$ cat src/rtl/mips32_pkg.sv
// Shared definitions for the MIPS32 teaching pipeline: opcode values and the
// hazard controller state encoding.
package mips32_pkg;

  localparam logic [5:0] OP_ADD    = 6'd0;
  localparam logic [5:0] OP_SUB    = 6'd1;
  localparam logic [5:0] OP_MUL    = 6'd2;
  localparam logic [5:0] OP_DIV    = 6'd3;
  localparam logic [5:0] OP_ADDI   = 6'd4;
  localparam logic [5:0] OP_SUBI   = 6'd5;
  localparam logic [5:0] OP_LOAD   = 6'd6;
  localparam logic [5:0] OP_STORE  = 6'd7;
  localparam logic [5:0] OP_BRANCH = 6'd8;

  typedef enum logic [1:0] {
    ST_RUN     = 2'd0,
    ST_STALL   = 2'd1,
    ST_BR_WAIT = 2'd2,
    ST_FLUSH   = 2'd3
  } hz_state_e;

  function automatic logic [5:0] ir_opcode(input logic [31:0] ir);
    return ir[31:26];
  endfunction

endpackage

$ cat src/rtl/instr_classify.sv
// Decodes which register fields an ID-stage instruction reads and which one
// (if any) it writes.
module instr_classify
  import mips32_pkg::*;
(
  input  logic [31:0] id_ir,
  output logic        uses_rs,
  output logic        uses_rt,
  output logic        has_dest,
  output logic [4:0]  dest
);

  // Immediate/offset bits never take part in hazard detection.
  logic unused_imm;
  assign unused_imm = ^id_ir[10:0];

  always_comb begin
    uses_rs  = 1'b0;
    uses_rt  = 1'b0;
    has_dest = 1'b0;
    dest     = 5'd0;
    case (ir_opcode(id_ir))
      OP_ADD, OP_SUB, OP_MUL, OP_DIV: begin
        uses_rs  = 1'b1;
        uses_rt  = 1'b1;
        has_dest = 1'b1;
        dest     = id_ir[15:11];
      end
      OP_ADDI, OP_SUBI, OP_LOAD: begin
        uses_rs  = 1'b1;
        has_dest = 1'b1;
        dest     = id_ir[20:16];
      end
      OP_STORE, OP_BRANCH: begin
        uses_rs = 1'b1;
        uses_rt = 1'b1;
      end
      default: begin
      end
    endcase
  end

endmodule

$ cat src/rtl/pipe_hazard_ctrl.sv
// Scoreboard-based RAW/WAW interlock and branch-resolution controller for the
// ID stage, with stall and issue performance counters.
module pipe_hazard_ctrl
  import mips32_pkg::*;
#(
  parameter int CNT_W = 16
) (
  input  logic             clk,
  input  logic             rst_n,
  input  logic             id_valid,
  input  logic [31:0]      id_ir,
  input  logic             wb_valid,
  input  logic [4:0]       wb_dest,
  input  logic             ex_br_valid,
  input  logic             ex_br_taken,
  output logic             issue,
  output logic             stall,
  output logic             flush,
  output logic [CNT_W-1:0] stall_cnt,
  output logic [CNT_W-1:0] issue_cnt
);

  hz_state_e   state_q, state_d;
  logic [31:0] sb_q, sb_d;
  logic        uses_rs, uses_rt, has_dest;
  logic [4:0]  dest;
  logic        hazard;
  logic        is_branch;

  instr_classify u_classify (
    .id_ir    (id_ir),
    .uses_rs  (uses_rs),
    .uses_rt  (uses_rt),
    .has_dest (has_dest),
    .dest     (dest)
  );

  // Registered scoreboard only: a writeback in this same cycle does not unblock.
  assign hazard = (uses_rs  && sb_q[id_ir[25:21]]) ||
                  (uses_rt  && sb_q[id_ir[20:16]]) ||
                  (has_dest && sb_q[dest]);

  assign is_branch = (ir_opcode(id_ir) == OP_BRANCH);

  always_comb begin
    state_d = state_q;
    issue   = 1'b0;
    stall   = 1'b0;
    flush   = 1'b0;
    case (state_q)
      ST_RUN, ST_STALL: begin
        state_d = ST_RUN;
        if (id_valid) begin
          if (hazard) begin
            stall   = 1'b1;
            state_d = ST_STALL;
          end else begin
            issue   = 1'b1;
            state_d = is_branch ? ST_BR_WAIT : ST_RUN;
          end
        end
      end
      ST_BR_WAIT: begin
        stall = 1'b1;
        if (ex_br_valid) begin
          state_d = ex_br_taken ? ST_FLUSH : ST_RUN;
        end
      end
      ST_FLUSH: begin
        flush   = 1'b1;
        state_d = ST_RUN;
      end
      default: state_d = ST_RUN;
    endcase
    if (!rst_n) begin
      issue = 1'b0;
      stall = 1'b0;
      flush = 1'b0;
    end
  end

  // Issue sets after the WB clear so a new writer always wins its bit.
  always_comb begin
    sb_d = sb_q;
    if (wb_valid) begin
      sb_d[wb_dest] = 1'b0;
    end
    if (issue && has_dest) begin
      sb_d[dest] = 1'b1;
    end
  end

  always_ff @(posedge clk) begin
    if (!rst_n) begin
      state_q   <= ST_RUN;
      sb_q      <= 32'd0;
      stall_cnt <= '0;
      issue_cnt <= '0;
    end else begin
      state_q <= state_d;
      sb_q    <= sb_d;
      if (stall && (stall_cnt != {CNT_W{1'b1}})) begin
        stall_cnt <= stall_cnt + CNT_W'(1);
      end
      if (issue) begin
        issue_cnt <= issue_cnt + CNT_W'(1);
      end
    end
  end

endmodule
$ cat config.mk
export PLATFORM = sky130hd
export DESIGN_NAME = pipe_hazard_ctrl
export DESIGN_NICKNAME = d
export VERILOG_FILES = /design/src/rtl/mips32_pkg.sv /design/src/rtl/instr_classify.sv /design/src/rtl/pipe_hazard_ctrl.sv
export SDC_FILE = /design/constraint.sdc
export NUM_CORES = 1
export LEC_CHECK = 0
export CAP_MARGIN = 30
export CORE_MARGIN = 2
export CORE_UTILIZATION = 45
export CTS_BUF_LIST = sky130_fd_sc_hd__clkbuf_8
export CTS_CLUSTER_DIAMETER = 200
export CTS_CLUSTER_SIZE = 12
export DETAILED_ROUTE_END_ITERATION = 8
export GPL_TIMING_DRIVEN = 0
export PLACE_DENSITY = 0.78
export SLEW_MARGIN = 20
export SYNTH_ARGS = -nofsm -noshare
export SYNTH_HDL_FRONTEND = slang
export SYNTH_HIERARCHICAL = 1
export SYNTH_SLANG_ARGS = --single-unit
$ cat constraint.sdc
create_clock -name clk -period 4.5 [get_ports clk]
set_input_delay 0.675 -clock clk [delete_from_list [all_inputs] [get_ports clk]]
set_output_delay 0.675 -clock clk [all_outputs]
set_load 0.02 [all_outputs]
==> flow_metrics.tcl <==
set metrics [dict create \
    status "finished, final reports clean" \
    cp.arrival_ns 3.70 \
    synth_area_sq_um 4023 \
    skew_ns 0.01224 \
    drcViolationCount 0 \
    hpwl_um 8520 \
    crit_chain "dlygate4sd2_1, nor3_4, a32o_2, buf_4, buf_4, mux2i_1, o22ai_1, o311ai_1, and4_1, buf_4, and3_1, clkdlybuf4s15_1" \
    numCtsBuffers 9 \
    r2r_end "sb_q[28]$_SDFF_PN0_" \
    portBuffers 63 \
    drive_gt1_share_pct 12.33 \
    worstSetupStartpointType "primary input" \
    final_cell_count_no_fill 619 \
    final_util_pct 57.97 \
    die-area_sq_um 9711 \
    slew_headroom_pct 60.63 \
    grt_pass1_wl_um 18940 \
    whs_path_depth 2 \
    cpPeakStageDelay_ns 0.40 \
    area_growth_pct 25.07 \
    wl_um 11830 \
    worstMarginPinSlew_ns 0.5905 \
    totalPowerFinal_mw 1.257 \
    r2r-start "sb_q[7]$_SDFF_PN0_" \
    layout_min_cycle_time_ns 4.375 \
    finalCritPeriodShare_pct 97.21 \
    endpoint_kind "output port" \
    p_leak_nw 1.713 \
    dieWidth_um 98.55 \
    start_util_pct 46.35 \
    num-fill-cells 761 \
    syn_nets 475 \
    clk_pin_slew_ns 0.07 \
    wl_per_cell_um 19.11 \
    fmax_mhz 228.6 \
    fin_nets 552 \
    final.setup.worst_slack_ns 0.1253 \
    hold_end "issue_cnt[15]$_SDFFE_PN0P_" \
    irDropWorstVdd_mv 0.1601 \
    layout_common_cells "dfxtp_1, clkdlybuf4s50_1, mux2i_1, nand2_1, o211ai_1" \
    num_vias 3926 \
    grt_max_degree 11 \
    synthCells 430 \
    cp_common_cell "buf_4" \
    cts_tree "yes" \
    crit_slowest_cell "nor3_4" \
    antenna_found_initial 0 \
    slew_violations 0 \
    setup_viol 0 \
    grt_pass1_vias 3657 \
    layout_commonest_cell "dfxtp_1" \
    synth_edf_count 0 \
    min_from "issue_cnt[15]$_SDFFE_PN0P_" \
    fin_setup_tns_ns 0 \
    ioPinCount 78 \
    ys_seq_area_share_pct 32.85 \
    hold_path_class "reg -> reg" \
    cp_max_fo 10 \
    placed_cells 601 \
    root_buffer "clkbuf_8" \
    ys_types 60 \
    r2r_cells 10 \
    maxCapViolations 0 \
    gp_congestion 0.9431 \
    critPathKind "in -> out" \
    rows 34 \
    final_hold_viol_count 0 \
    yosysWarnings 6 \
    r2r_slack_ns 1.63 \
    p_per_area_nw_per_um2 249.9 \
    clk_latency_ns 0.35 \
    synth-seq-cells 66 \
    final_area_sq_um 5031 \
    ant_nets 0 \
    firstDrtPassIters 5 \
    clock-sinks 66 \
    overflow 0 \
    htreeDepth 3 \
    ys.flop_type "dfxtp_1" \
    grt_usage_pct 24.32 \
    n_antenna_cell 0 \
    whs_ns 0.4779 \
    via_per_inst 6.342 \
    pre_cts_ws_ns -0.7188 \
    die-height_um 98.55 \
    drt-initial-drc-count 286 \
    syn_avg_cell_area_sq_um 9.355 \
    required_ns 3.83 \
    core_area_sq_um 8678 \
    synthArstFlopShare_pct 0 \
    placed_cell_area_sq_um 4788 \
    clockBufferDepth 2 \
]
-- worst max-delay path by stage --
stage / from / cells after the start / endpoint / slack, ns
after floorplan: id_ir[31] / 11 / stall / 0.82
final: id_ir[31] / 12 / issue / 0.13
after global routing: id_ir[31] / 12 / issue / -0.02
after global placement: id_ir[31] / 13 / stall / -0.71
after detailed placement: id_ir[31] / 13 / stall / -0.72
after CTS: id_ir[29] / 14 / stall / 0.006
-- cell type report --
type | count | area [sq um] | area share (%)
clock inverter | 3 | 38.79 | 0.7710
timing repair buffer | 67 | 646.9 | 12.86
inverter | 6 | 22.52 | 0.4476
multi-input combinational | 330 | 2574 | 51.16
clock buffer | 12 | 165.2 | 3.283
sequential | 66 | 1321 | 26.26
tap | 108 | 135.1 | 2.686
buffer | 27 | 127.6 | 2.537
-- Yosys cell counts (4+ instances only) --
master / count / area [sq um]
dfxtp_1: 66 / 1321
mux2i_1: 37 / 370.4
nand2_1: 34 / 127.6
o211ai_1: 33 / 247.7
o31ai_1: 29 / 217.7
clkbuf_1: 18 / 67.56
nand3_1: 16 / 80.08
mux4_2: 15 / 337.8
nand2b_1: 15 / 93.84
a21oi_1: 14 / 70.07
nor2_1: 14 / 52.55
nand3b_1: 13 / 97.59
and3_1: 8 / 50.05
o21ai_0: 8 / 40.04
o21ai_1: 8 / 40.04
or3_1: 8 / 50.05
nand4_1: 6 / 37.54
a32o_1: 5 / 50.05
buf_2: 5 / 25.02
inv_1: 5 / 18.77
or4_1: 5 / 37.54
and2_1: 4 / 25.02
mux2_2: 4 / 45.04
o22ai_1: 4 / 25.02
or3b_2: 4 / 35.03
-- kinds of logic (layout without fill, tap and decap cells) --
group | after synthesis | count (layout) | share of synthesized area [%]
multiplexers | 56 | 56 | 18.72
XOR/XNOR | 3 | 3 | 0.6533
AO/OA/AOI/OAI | 125 | 125 | 22.37
AND/OR/NAND/NOR | 144 | 144 | 21.09
buffers and inverters | 34 | 115 | 3.701
flip-flops | 66 | 66 | 32.85
adder cells (fa/ha/maj) | 2 | 2 | 0.6220
-- layer usage --
| metal | vias up | GRT usage [%] | share of wire (%) |
|---|---|---|---|
| met5 | - | 0 | 0 |
| met4 | 0 | 7.587 | 2.1 |
| met3 | 30 | 6.170 | 8.8 |
| met2 | 199 | 39.14 | 47 |
| met1 | 1855 | 32.31 | 43 |
| li1 | 1842 | - | - |
-- worst max-delay path: cells and delay by family --
kind / cells / cell delay (ns)
simple gates: 3 / 0.82
buf+inv: 5 / 1.28
mux: 1 / 0.22
compound gates: 3 / 0.68
-- power by group --
part	leakage [nW]	total [mW]	switching, mW	internal [mW]
clock	0.110	0.524	0.229	0.296
sequential	0.532	0.590	0.00371	0.587
combinational	1.07	0.143	0.0846	0.0579
total	1.71	1.26	0.317	0.940
-- registers in the layout, summed over array words and instances, names as in the netlist --
| name | cells |
|---|---|
| issue_cnt | 16 |
| sb_q | 32 |
| stall_cnt | 16 |
| state_q | 2 |
-- repair_timing --
action                     CTS  global route
gates resized for setup     16             6
setup endpoints to repair    2             2
hold buffers                 0             0
setup buffers                3             1
pin swaps                    3             2
gates cloned                 0             0
(Power assumes the default switching activity.)
